### config.mk
export PLATFORM = sky130hd
export DESIGN_NAME = row_gather8
export DESIGN_NICKNAME = d
export VERILOG_FILES = /design/src/rtl/dctq_pkg.sv /design/src/rtl/row_gather8_valid_delay.sv /design/src/rtl/row_gather8.sv
export SDC_FILE = /design/constraint.sdc
export NUM_CORES = 1
export LEC_CHECK = 0
export BUFFER_PORTS_ARGS = -buffer_cell sky130_fd_sc_hd__clkbuf_2
export CORE_ASPECT_RATIO = 2
export CORE_MARGIN = 2
export CORE_UTILIZATION = 50
export CTS_BUF_LIST = sky130_fd_sc_hd__clkbuf_4 sky130_fd_sc_hd__clkbuf_8 sky130_fd_sc_hd__clkbuf_16
export DETAILED_ROUTE_END_ITERATION = 12
export PLACE_DENSITY_LB_ADDON = 0.25
export SYNTH_ARGS = -nofsm -noshare
export SYNTH_HDL_FRONTEND = slang
export SYNTH_HIERARCHICAL = 1
export SYNTH_SLANG_ARGS = --single-unit
### constraint.sdc
create_clock -name clk -period 3.85 [get_ports clk]
set_input_delay 0.385 -clock clk [delete_from_list [all_inputs] [get_ports clk]]
set_output_delay 0.385 -clock clk [all_outputs]
set_load 0.005 [all_outputs]
### src/rtl/dctq_pkg.sv
// rtl/dctq_pkg.sv - shared constants and row tag type for the row gather / adder tree path
package dctq_pkg;
  localparam int DW       = 14;
  localparam int NUM_TAPS = 8;
  localparam int ADD_LAT  = 5;
  localparam int SUM_W    = 17;
  localparam int TAG_W    = 3;

  typedef struct packed {
    logic             vld;
    logic [TAG_W-1:0] tag;
  } row_tag_t;
endpackage

### src/rtl/row_gather8_valid_delay.sv
// rtl/row_gather8_valid_delay.sv - LAT-stage shift register carrying {valid, row tag}
module valid_delay
  import dctq_pkg::*;
#(
  parameter int LAT = ADD_LAT
) (
  input  logic     clk,
  input  logic     rst,
  input  row_tag_t tag_i,
  output row_tag_t tag_o
);

  row_tag_t pipe_q [LAT];

  always_ff @(posedge clk) begin
    if (rst) begin
      for (int i = 0; i < LAT; i++) pipe_q[i] <= '0;
    end else begin
      pipe_q[0] <= tag_i;
      for (int i = 1; i < LAT; i++) pipe_q[i] <= pipe_q[i-1];
    end
  end

  assign tag_o = pipe_q[LAT-1];

endmodule

### src/rtl/row_gather8.sv
// rtl/row_gather8.sv - gathers eight serial samples into parallel adder operands with tagged sum-valid
module row_gather8 #(
  parameter int DW      = dctq_pkg::DW,
  parameter int ADD_LAT = dctq_pkg::ADD_LAT
) (
  input  logic          clk,
  input  logic          rst,
  input  logic [DW-1:0] din,
  input  logic          din_valid,
  output logic          din_ready,
  input  logic          hold,
  output logic [DW-1:0] n0,
  output logic [DW-1:0] n1,
  output logic [DW-1:0] n2,
  output logic [DW-1:0] n3,
  output logic [DW-1:0] n4,
  output logic [DW-1:0] n5,
  output logic [DW-1:0] n6,
  output logic [DW-1:0] n7,
  output logic          row_valid,
  output logic          sum_valid,
  output logic [2:0]    row_idx,
  output logic          block_done
);
  import dctq_pkg::row_tag_t;
  import dctq_pkg::TAG_W;

  logic [2:0]       wcnt_q;
  logic [DW-1:0]    gath_q [8];
  logic [DW-1:0]    n_q    [8];
  logic             row_valid_q;
  logic [TAG_W-1:0] row_cnt_q;
  logic             accept;
  row_tag_t         row_tag_d;
  row_tag_t         sum_tag;

  assign din_ready = ~hold & ~rst;
  assign accept    = din_valid & din_ready;

  always_ff @(posedge clk) begin
    if (rst) begin
      wcnt_q      <= '0;
      row_valid_q <= 1'b0;
      row_cnt_q   <= '0;
      for (int i = 0; i < 8; i++) begin
        gath_q[i] <= '0;
        n_q[i]    <= '0;
      end
    end else begin
      row_valid_q <= 1'b0;
      // The tag is sampled into the delay line during the row_valid cycle, then advances.
      if (row_valid_q) row_cnt_q <= row_cnt_q + 3'd1;
      if (accept) begin
        wcnt_q <= wcnt_q + 3'd1;
        if (wcnt_q == 3'd7) begin
          for (int i = 0; i < 7; i++) n_q[i] <= gath_q[i];
          n_q[7]      <= din;
          row_valid_q <= 1'b1;
        end else begin
          gath_q[wcnt_q] <= din;
        end
      end
    end
  end

  always_comb begin
    row_tag_d     = '0;
    row_tag_d.vld = row_valid_q;
    row_tag_d.tag = row_cnt_q;
  end

  valid_delay #(.LAT(ADD_LAT)) u_valid_delay (
    .clk   (clk),
    .rst   (rst),
    .tag_i (row_tag_d),
    .tag_o (sum_tag)
  );

  assign n0 = n_q[0];
  assign n1 = n_q[1];
  assign n2 = n_q[2];
  assign n3 = n_q[3];
  assign n4 = n_q[4];
  assign n5 = n_q[5];
  assign n6 = n_q[6];
  assign n7 = n_q[7];

  assign row_valid  = row_valid_q;
  assign sum_valid  = sum_tag.vld;
  assign row_idx    = sum_tag.tag;
  assign block_done = sum_tag.vld & (sum_tag.tag == 3'd7);

endmodule

# ---- Word level (Yosys, flattened, before mapping)
# Memories as Yosys holds them, arrays and structs flattened.
# Cells that the tools add are included.
dict set report totals {
  in_bits 18
  elab_cells 56
  n_memories 3
  regBits 7
  mem_bits_ro 0
  mem_bits_rw 244
  latchBits 0
  out_inout_bits 119
}
dict set report op_classes {
  mux 27
  n_div 0
  reduce_logical 1
  n_shift 0
  n_eq_ne 2
  n_addsub 2
  order_cmp 0
  bitwise 18
  multipliers 0
}
# name words word_bits read_ports rd_clocked_by_memory_dff wr line
set memory_table {}
lappend memory_table {gath_q 8 14 7 0 8 row_gather8.sv:29} ;# logic [DW-1:0] gath_q [8];
lappend memory_table {n_q 8 14 8 0 8 row_gather8.sv:30} ;# logic [DW-1:0] n_q [8];
lappend memory_table {u_valid_delay.pipe_q 5 4 5 0 5 row_gather8_valid_delay.sv:13} ;# row_tag_t pipe_q [LAT];
# operator n
set op_table {}
lappend op_table {{14-bit two-way mux} 9}
lappend op_table {{4-bit two-way mux} 5}
lappend op_table {{14-bit OR reduction} 1}
lappend op_table {{1-bit OR} 13}
lappend op_table {{1-bit two-way mux} 12}
lappend op_table {{3-bit by 1-bit adder with 3-bit output, second input constant} 2}
lappend op_table {{3-bit == test, second input constant} 2}
lappend op_table {{1-bit bitwise AND} 3}
lappend op_table {{3-bit two-way mux} 1}
lappend op_table {{1-bit NOT} 2}

# ---- Depth between registers and ports, before layout
dict set report depth {
  depth_word 8
  mapped_depth 7
}

# ---- Hierarchy
# The synthesis kept the hierarchy.
# module cells_per_inst n_inst area_per_inst_um2
set by_module_without_submodules {}
lappend by_module_without_submodules {row_gather8 507 1 8184.1}
lappend by_module_without_submodules {valid_delay 46 1 648.1}

# ---- Worst setup path before layout
# No wires, ideal clock.
dict set report synth_path {
  path_kind {register to register}
  start {register wcnt_q[0]}
  end {memory n_q[0][0], enable pin}
  synth_period_minus_slack_ns 3.102
  stages_incl_launch_ff 6
  setup_ns 0.423
  t_required_ns 3.427
  arrival_time_ns 2.678
  slack_ns 0.748
  path_buffers 1
  cell_sequence {dfxtp_1 ha_1 ha_1 and4bb_2 buf_2 or2_2}
}
# item line
set synth_lines {}
lappend synth_lines {{start: declaration} row_gather8.sv:28} ;# logic [2:0] wcnt_q;
lappend synth_lines {{start signal: assignment} row_gather8.sv:54} ;# wcnt_q <= wcnt_q + 3'd1;
lappend synth_lines {{end: declaration} row_gather8.sv:30}

==> flow_summary.toml <==
[critical_path]
cp_max_fo = 66
crit_start = "wcnt_q[0]"
required_ns = 4.00
ff2ff_path_depth = 5
cp-start-kind = "flop"
arrival_ns = 2.69
endpoint_kind = "flop"
path_class = "reg2reg"
r2r-start = "wcnt_q[0]"

[timing]
fin_crit_ns = 2.539
tns_ns = 0
tightest_slew_ns = 1.019
max_freq_mhz = 393.9
slew_headroom = 0.3177
rsz0062_at_grt = "false"
drv_slew = 0
fin_crit_sh = 0.6594
finalHoldViolCount = 0
fin_skew_ns = 0.01138
finalSetupViolCount = 0

[clock_network]
ctsHoldBuffers = 0
cts-buffers-inserted = 21
clkSinkCount = 237
clock_path_buffers = 3
cts_resized = 0
cts_root_buf = "clkbuf_16"
cts_setup_buffers = 0
cts_tree = "built"
cts_max_level = 1
cts.reportedPaths.clkPinSlew_ns = 0.07
worstSkewPairLatency_ns = 0.49

[worst_hold_path]
hold_path.class = "in2reg"
holdPathStages = 2
hold_start = "din[3]"

[layout]
fillerInstances = 1334
area_delta_synth_final_pct = 16.84
mostFrequentLayoutCells = "edfxtp_1, clkbuf_2, and2_1, nor2_1, nor2b_1"
diodes = 0
final_core_util = 0.5975
drive_above_1_share = 0.3052
final_common_cell = "edfxtp_1"
final_nets = 705
final_cells = 908

[global_route]
grt_pass1_wl_microns = 26430
track_usage = 0.1850
grt_max_degree = 86
grt_overflow = 0
antenna_found_initial = 0
grt_pass1_vias = 4755

[synth]
synth_fa_ha_area_frac = 0.004250
synth_compound_area_frac = 0.003542
synth_top_area_cell = "edfxtp_1"
synth_edf_count = 210
synth_cell_types = 32
syn_inst = 553
ys.flop_type = "edfxtp_1"
synthSimpleGateAreaFrac = 0.1869
synth.area.top_cells = "edfxtp_1, and2_1, dfxtp_1"
muxShareOfSynthArea = 0.003400
synth-xor-area-share = 0.002975
synth_top_family_by_area = "simple AND/OR/NAND/NOR gates"
ys_ff_latch = 237
postSynthAreaPerCell_sq_um = 15.97
syn_nets = 574
ys_async_sr_fraction = 0
yosysTopAreaCellShare = 0.7140
synth_area_sq_um = 8832
synth_warnings = 6
ys_seq_area_frac = 0.7752

[die]
row_count = 68
core_sq_um = 17270
dieArea_sq_um = 18810
num_io_pins = 137
die_w_microns = 97.98
die_h_microns = 192.0
start_util = 0.5114

[route]
drtIter0Drc = 230
drc_errors = 0
via_per_inst = 5.045
ant_nets = 0
first_pass_iters = 5
drt-wirelength-per-cell_microns = 19.04
vias = 4581
wl_microns = 17290

[place]
hpwl_microns = 11970
placedCellCount = 871
place.gp.congestion = 0.8382
port_buffers = 136

[power]
leakagePower_nw = 4.080
power.density_nw_per_um2 = 506.0
worst_ir_drop_vdd_mv = 0.3845

[outcome]
run_status = "completed"

[job]
drv_cap = 0
-- logic make-up after synthesis --
| kind of cell | after synthesis |
|---|---|
| xor gates and xnor gates | 3 |
| and+or+nand+nor | 269 |
| muxes | 3 |
| buffers and inverters | 34 |
| DFF | 237 |
| AOI/OAI and AO/OA | 4 |
| adders and majority gates | 3 |
-- per-stage QoR --
stage / cell area, sq um / hold WS [ns] / total power [mW] / setup WS [ns]
after detailed placement: 9614 / 0.4301 / 3.161 / 1.264
after global routing: 10320 / 0.3058 / 5.383 / 1.176
final: 10320 / 0.2982 / 5.221 / 1.311
after global placement: 9614 / 0.4235 / 3.155 / 1.334
after floorplan: 8832 / 0.4148 / 3.051 / 0.7484
after CTS: 10320 / 0.2934 / 5.257 / 1.291
-- cell usage after synthesis, types with 4 or more instances --
library cell    n
or2_2           4
dfxtp_1        27
nor2b_2        16
and2_1        126
edfxtp_1      210
buf_2           4
clkbuf_1        9
nor2b_1        29
clkbuf_2        5
nand2_1         8
nor2_1         64
nor2b_4         4
buf_4           5
buf_6           7
nand2_2         7
-- power breakdown --
part / leakage [nW] / total [mW] / switching, mW / internal, mW
sequential: 2.38 / 2.92 / 0.0331 / 2.88
combinational: 1.36 / 0.183 / 0.124 / 0.0598
clock: 0.348 / 2.12 / 0.887 / 1.23
total: 4.08 / 5.22 / 1.04 / 4.18
-- path summary, 6_finish.rpt --
| kind | end | slack, ns |
|---|---|---|
| setup reg to reg | n_q[0][38] | 1.31 |
| hold / removal | gath_q[5][3] | 0.30 |
| setup / recovery | n_q[0][38] | 1.31 |
| hold reg to reg | u_valid_delay/pipe_q[0][9] | 0.44 |
-- state kept, by name (all words and copies together) (netlist names) --
name / flops
row_valid: 1
gath_q: 98
wcnt_q: 3
n_q: 112
row_cnt_q: 3
u_valid_delay/pipe_q: 20
-- layer usage --
layer	part of all wire	global-route usage	vias to the layer above
met5	0	0	-
met4	0.038	0.07959	0
met2	0.57	0.3577	156
met1	0.34	0.1979	2235
met3	0.048	0.02402	46
li1	-	-	2144
-- layout make-up --
type | count | area, sq um | share of cell area
Clock inverter | 11 | 112.6 | 0.01091
Multi-Input combinational cell | 282 | 1778 | 0.1723
Clock buffer | 26 | 593.1 | 0.05747
Inverter | 3 | 11.26 | 0.001091
Tap cell | 210 | 262.8 | 0.02546
Timing Repair Buffer | 139 | 715.7 | 0.06935
Sequential cell | 237 | 6847 | 0.6634
-- worst max-delay path: stages (launching register included) --
cell	delay (ns)
dfxtp_1	0.49
ha_1	0.21
ha_1	0.22
and4bb_2	0.27
or2_4	0.56
buf_12	0.37
(Power assumes the default switching activity.)
